## src/rtl/arm_pkg.sv

```systemverilog
// Shared ARM core constants and IF/ID pipeline types used by fetch, decode and later stages.
package arm_pkg;

  localparam int unsigned WORD_W = 32;
  localparam logic [WORD_W-1:0] NOP_INSTR = 32'hE000_0000;
  localparam logic [WORD_W-1:0] PC_INC = 32'd4;
  localparam logic [WORD_W-1:0] RESET_PC_DEFAULT = 32'h0000_0000;

  typedef struct packed {
    logic [WORD_W-1:0] pc;
    logic [WORD_W-1:0] instr;
    logic              valid;
  } if_id_t;

  localparam if_id_t IF_ID_BUBBLE = '{pc: '0, instr: NOP_INSTR, valid: 1'b0};

  // Instruction memory is word-indexed; the byte offset bits are dropped.
  function automatic logic [WORD_W-1:0] word_index(input logic [WORD_W-1:0] byte_addr);
    return byte_addr >> 2;
  endfunction

endpackage

```

## src/rtl/if_id_reg.sv

```systemverilog
// IF/ID pipeline register: load on advance, hold on freeze, flush to a NOP bubble (flush dominant).
module if_id_reg
  import arm_pkg::*;
(
  input  logic              clk,
  input  logic              rst,
  input  logic              load,
  input  logic              flush,
  input  logic [WORD_W-1:0] pc_in,
  input  logic [WORD_W-1:0] instr_in,
  output logic [WORD_W-1:0] pc_out,
  output logic [WORD_W-1:0] instr_out,
  output logic              valid_out
);

  if_id_t entry_q;
  if_id_t entry_d;

  always_comb begin
    entry_d = entry_q;
    if (flush) begin
      entry_d = IF_ID_BUBBLE;
    end else if (load) begin
      entry_d = '{pc: pc_in, instr: instr_in, valid: 1'b1};
    end
  end

  always_ff @(posedge clk or negedge rst) begin
    if (!rst) begin
      entry_q <= IF_ID_BUBBLE;
    end else begin
      entry_q <= entry_d;
    end
  end

  assign pc_out    = entry_q.pc;
  assign instr_out = entry_q.instr;
  assign valid_out = entry_q.valid;

endmodule

```

## src/rtl/fetch_stage.sv

```systemverilog
// Instruction-fetch stage: PC register, incrementer, branch target mux and imem word addressing.
module fetch_stage
  import arm_pkg::*;
#(
  parameter logic [31:0] RESET_PC = RESET_PC_DEFAULT
) (
  input  logic        clk,
  input  logic        rst,
  input  logic        freeze,
  input  logic        branch_taken,
  input  logic [31:0] branch_addr,
  output logic [31:0] imem_addr,
  input  logic [31:0] imem_instr,
  output logic [31:0] if_id_pc,
  output logic [31:0] if_id_instr,
  output logic        if_id_valid
);

  logic [WORD_W-1:0] pc_q;
  logic [WORD_W-1:0] pc_d;
  logic [WORD_W-1:0] pc_plus4;
  logic [WORD_W-1:0] branch_target;

  always_comb begin
    pc_plus4      = pc_q + PC_INC;
    branch_target = branch_addr & ~32'h3;
    pc_d          = pc_q;
    // Redirect wins over a hazard freeze.
    if (branch_taken) begin
      pc_d = branch_target;
    end else if (!freeze) begin
      pc_d = pc_plus4;
    end
  end

  always_ff @(posedge clk or negedge rst) begin
    if (!rst) begin
      pc_q <= RESET_PC & ~32'h3;
    end else begin
      pc_q <= pc_d;
    end
  end

  assign imem_addr = word_index(pc_q);

  if_id_reg u_if_id_reg (
    .clk       (clk),
    .rst       (rst),
    .load      (!freeze),
    .flush     (branch_taken),
    .pc_in     (pc_plus4),
    .instr_in  (imem_instr),
    .pc_out    (if_id_pc),
    .instr_out (if_id_instr),
    .valid_out (if_id_valid)
  );

endmodule

```

## config.mk

```make
export PLATFORM = sky130hd
export DESIGN_NAME = fetch_stage
export DESIGN_NICKNAME = d
export VERILOG_FILES = /design/src/rtl/arm_pkg.sv /design/src/rtl/if_id_reg.sv /design/src/rtl/fetch_stage.sv
export SDC_FILE = /design/constraint.sdc
export NUM_CORES = 1
export LEC_CHECK = 0
export CAP_MARGIN = 20
export CORE_ASPECT_RATIO = 0.5
export CORE_MARGIN = 2
export CORE_UTILIZATION = 25
export CTS_BUF_LIST = sky130_fd_sc_hd__clkbuf_4 sky130_fd_sc_hd__clkbuf_8
export DETAILED_ROUTE_END_ITERATION = 16
export PLACE_DENSITY = 0.48
export SYNTH_ARGS = -nofsm -noshare
export SYNTH_HDL_FRONTEND = slang
export SYNTH_SLANG_ARGS = --single-unit
```

## constraint.sdc

```tcl
create_clock -name clk -period 2 [get_ports clk]
set_input_delay 0.2 -clock clk [delete_from_list [all_inputs] [get_ports clk]]
set_output_delay 0.2 -clock clk [all_outputs]
set_load 0.03 [all_outputs]
```

; ---- After elaboration in Yosys (flattened, before gate mapping)
; Cells that the tools add are included.
[classes]
eq_ne = 1
mux = 4
n_addsub = 1
[ops]
columns = operator, count
row1 = $mux W65, 2
row2 = $mux W32, 2
row3 = $add A32 B3 Y32 const B, 1
row4 = $ne A2 B1 Y1 const B, 1
[totals]
reg_bits = 97
input_bits = 68

; ---- Longest topological paths before layout
[depth]
word_depth = 3
mapped_depth = 7

; ---- Modules after synthesis
; From an unflattened synthesis, not the netlist that was laid out.
[unflattened]
cells_unflattened = 489
hier_area_um2 = 4973.5
[by_module_without_submodules]
columns = module, instances, cells_each, area_each_um2, seq_area_each_um2
row1 = if_id_reg, 1, 210, 2688.8, 1630.3
row2 = fetch_stage, 1, 279, 2284.7, 750.7

; ---- Least setup slack after synthesis
; OpenSTA, ideal clock, no wires.
[synth_path]
kind = reg2reg
start = register pc_q[2]
end = register u_if_id_reg.entry_q (netlist bit u_if_id_reg.pc_out[22])
setup_slack_ns = -0.358
setup_ns = 0.099
period_less_slack_ns = 2.358
arrival_ns = 2.259
n_path_buf = 1
required_time_ns = 1.901
stages_incl_launch_ff = 7
path_cell_list = dfrtp_1 > ha_1 > nand4_1 > or3_1 > clkbuf_1 > or4_1 > a311oi_1
[synth_via]
elab_chain_cells = 3
[synth_rtl]
columns = item, line
row1 = start: declaration, fetch_stage.sv:19  ; logic [WORD_W-1:0] pc_q;
row2 = start signal: assignment, fetch_stage.sv:38  ; pc_q <= RESET_PC & ~32'h3;
row3 = start signal: assignment, fetch_stage.sv:40  ; pc_q <= pc_d;
row4 = $add A32 B3 Y32, fetch_stage.sv:25  ; pc_plus4 = pc_q + PC_INC;
row5 = $mux W65, if_id_reg.sv:23  ; end else if (load) begin
row6 = $mux W65, if_id_reg.sv:21  ; if (flush) begin
row7 = end signal: assignment, if_id_reg.sv:32  ; entry_q <= entry_d;
row8 = end: declaration, if_id_reg.sv:16  ; if_id_t entry_q;
; Every way passes these cells. The select of a mux whose other input is x is not followed.
; A chain may end at the register's enable or synchronous reset.

; ---- Worst setup path in the final report
[layout_path]
start = register pc_q[4]
end = register pc_q[19]
[layout_via]
elab_chain_cells = 3
[layout_rtl]
columns = item, line
row1 = $add A32 B3 Y32, fetch_stage.sv:25
row2 = $mux W32, fetch_stage.sv:31  ; end else if (!freeze) begin
row3 = $mux W32, fetch_stage.sv:29  ; if (branch_taken) begin
; Every way passes these cells. The select of a mux whose other input is x is not followed.

==> results.py <==
metrics = {
    "layout": {
        "fill_cells": 2026,
        "layoutNonFillerInstCount": 973,
        "drive_gt1_share_pct": 19.66,
        "multi_input_area_um2": 2397,
        "seq_area_um2": 2379,
        "final_nets": 771,
        "n_antenna_cell": 0,
        "syn2layout_area_growth_pct": 53.82,
    },
    "worst_hold_path": {
        "hold_path.class": "in2reg",
        "whs_path_depth": 2,
    },
    "floorplan": {
        "io_pins": 165,
        "die-width_um": 201.5,
        "start_util_pct": 25.29,
        "die_area_um2": 20700,
        "die_y_um": 102.7,
        "num_rows": 36,
        "placeableCoreArea_um2": 19280,
    },
    "logic_synthesis": {
        "avgSynthCellArea_um2": 9.521,
        "synthFlopType": "dfrtp_1",
        "synth_cell_types": 54,
        "yosysTopAreaCell": "dfrtp_1",
        "post-synth-top-area-fraction_pct": 46.71,
        "synth_warnings": 0,
        "ys_seq_elements": 94,
        "async_flop_share_pct": 100.0,
        "yosys.cell_count.top_type": "dfrtp_1",
        "yosysSeqAreaShare_pct": 48.33,
        "synth_area_leaders": "dfrtp_1 47%, mux2i_1 6.6%, nor2_1 5.4%, o21ai_0 3.4%, nand2_1 2.7%",
        "synth_cells": 512,
        "syn-cell-area_um2": 4875,
        "synth-edff-count": 0,
        "synth_common_cells": "91 x dfrtp_1, 70 x nor2_1, 35 x nand2_1",
    },
    "drt": {
        "drc": 0,
        "initialDrtViolationCount": 223,
        "viasPerCell": 4.639,
        "routed_wl_um": 15930,
        "ant_nets": 0,
        "vias": 4514,
        "avgRoutedWirePerCell_um": 16.38,
        "firstDrtPassIters": 5,
    },
    "timing": {
        "grt_setup_unrepaired": "yes",
        "hold_slack_ns": 0.2212,
        "slew_violations": 0,
        "setup_violations": 3,
        "clock-skew-final_ns": 0.01202,
        "hold_viol": 0,
        "finalSetupTns_ns": -0.03872,
        "min_period_ns": 2.028,
        "fin_ws_ns": -0.02757,
        "fmax_mhz": 493.2,
        "tightest_slew_ns": 0.5316,
        "slew_headroom_pct": 64.56,
        "period_share_pct": 101.4,
    },
    "outcome": {
        "status": "finished with violations",
        "violations": "setup timing",
    },
    "clocking": {
        "cts_buffers": 9,
        "cts_num_sinks": 94,
        "clk_latency_ns": 0.38,
        "path_clk_slew_ns": 0.10,
        "cts_buffer_depth": 2,
        "cts_root_buffer": "clkbuf_8",
        "cts_tree": "done",
        "cts-htree-levels": 3,
    },
    "worst_setup_path": {
        "crit_chain": "nand4_1 -> buf_4 -> buf_6 -> or3_1 -> or4_1 -> nand3_1",
        "path_max_fanout": 10,
        "r2r-end": "pc_q[19]$_DFFE_PN0N_",
        "crit_arrival_ns": 2.34,
        "r2r_slack_ns": -0.03,
        "reg2reg_depth": 6,
        "path_buf_inv": 2,
        "r2r-start": "pc_q[4]$_DFFE_PN0N_",
        "crit_end": "pc_q[19]$_DFFE_PN0N_",
        "cp_slowest_cell": "or4_1",
        "path_class": "reg2reg",
        "end_kind": "flop",
        "start_kind": "flop",
        "setup.worst_path.start": "pc_q[4]$_DFFE_PN0N_",
        "cp.depth": 6,
        "slowest_delay_ns": 0.48,
        "required_ns": 2.31,
        "crit_family": "simple AND/OR/NAND/NOR gates",
    },
    "grt": {
        "grt_pass1_vias": 4493,
        "grt_pass1_wl_um": 24790,
        "grtUsageTotal_pct": 15.39,
        "grt_overflow": 0,
        "antenna_found_initial": 0,
        "grt_max_degree": 45,
    },
    "pwr": {
        "power_mw": 5.012,
        "power.leakage_nw": 3.024,
        "peakVddDrop_uv": 278.1,
        "power_density_nw_per_um2": 668.4,
    },
    "place": {
        "hpwl_um": 11780,
        "place_congestion": 0.7541,
        "port-buffer-count": 160,
        "dp_slack_ns": -0.1349,
        "place_inst": 949,
    },
    "run": {
        "drv_cap": 0,
    },
}
-- kinds of logic (layout without fill, tap and decap cells) --
group,Yosys count,count (layout),share of synthesized area [%]
adders and majority gates,1,1,0.2566
buffers and inverters,60,254,5.339
other,1,2,0.07693
muxes,32,32,6.571
DFF,94,94,48.33
and+or+nand+nor,206,206,21.92
xor gates and xnor gates,24,24,4.312
AOI/OAI and AO/OA,94,94,13.19
-- state kept, by name (all words and copies together) (netlist names) --
name	cells
u_if_id_reg.instr_out	32
u_if_id_reg.pc_out	31
pc_q	30
u_if_id_reg.valid_out	1
-- worst reg2reg max path: stages (launching register included) --
cell and delay [ns]:
dfrtp_2 0.40, nand4_1 0.24, buf_4 0.22, buf_6 0.14, or3_1 0.38, or4_1 0.48, nand3_1 0.09
-- cell usage in the layout (no fill, tap or decap), types with 10 or more instances in the layout --
| master | n |
|---|---|
| nand2_1 | 35 |
| dfrtp_2 | 18 |
| dfrtp_1 | 73 |
| or3_1 | 11 |
| a31oi_1 | 11 |
| clkdlybuf4s50_1 | 157 |
| xnor2_1 | 15 |
| clkbuf_8 | 10 |
| buf_4 | 63 |
| mux2i_1 | 32 |
| nor2_1 | 70 |
| nand3_1 | 15 |
| o21ai_0 | 33 |
| inv_1 | 10 |
| nand4_1 | 17 |
-- area by class of cell --
class,instances,share of cell area (%)
multi-input cells,359,31.97
repair buffers,228,28.40
well taps,266,4.439
inverters,10,0.5006
flip-flops and latches,94,31.72
clock buffers,10,1.835
clock inverters,6,1.135
-- metrics by stage --
| stage | util (%) | cell area (µm²) |
|---|---|---|
| 3_5_place_dp | 36.77 | 7089 |
| 5_1_grt | 38.90 | 7498 |
| 6_report | 38.90 | 7498 |
| 2_1_floorplan | - | 4979 |
| 3_3_place_gp | 36.77 | 7089 |
| 4_1_cts | 38.36 | 7396 |
-- worst min path at each step --
stage	startpoint	endpoint	slack, ns
4_1_cts	branch_taken	pc_q[14]$_DFFE_PN0N_	0.19
3_5_place_dp	rst	u_if_id_reg.instr_out[25]$_DFFE_PN0N_	0.17
3_3_place_gp	rst	u_if_id_reg.instr_out[25]$_DFFE_PN0N_	0.18
2_1_floorplan	rst	pc_q[10]$_DFFE_PN0N_	-0.1
5_1_grt	branch_taken	u_if_id_reg.pc_out[14]$_DFFE_PN0N_	0.21
6_report	branch_taken	u_if_id_reg.pc_out[19]$_DFFE_PN0N_	0.22
-- report_power, final --
| part | internal, mW | leakage (nW) | switching (mW) |
|---|---|---|---|
| logic | 0.623 | 1.75 | 0.760 |
| clock network | 0.734 | 0.108 | 0.718 |
| registers | 2.05 | 1.17 | 0.127 |
-- metal layers --
metal / share of wire, % / track usage (%) / vias up / wire length, µm
met2: 49 / 26.13 / 87 / 7759
met1: 46 / 20.21 / 2205 / 7359
met3: 4.5 / 4.077 / 7 / 722
li1: - / - / 2215 / -
met4: 0.58 / 2.715 / 0 / 93
met5: 0 / 0 / - / 0
-- what timing repair did --
action	in CTS	in global routing
pin swaps	12	8
hold endpoints to repair	28	0
resized for setup	10	15
buffers inserted	4	2
endpoints found under the setup margin	18	25
cloned	0	1
hold buffers	1	0
(Power assumes the default switching activity.)
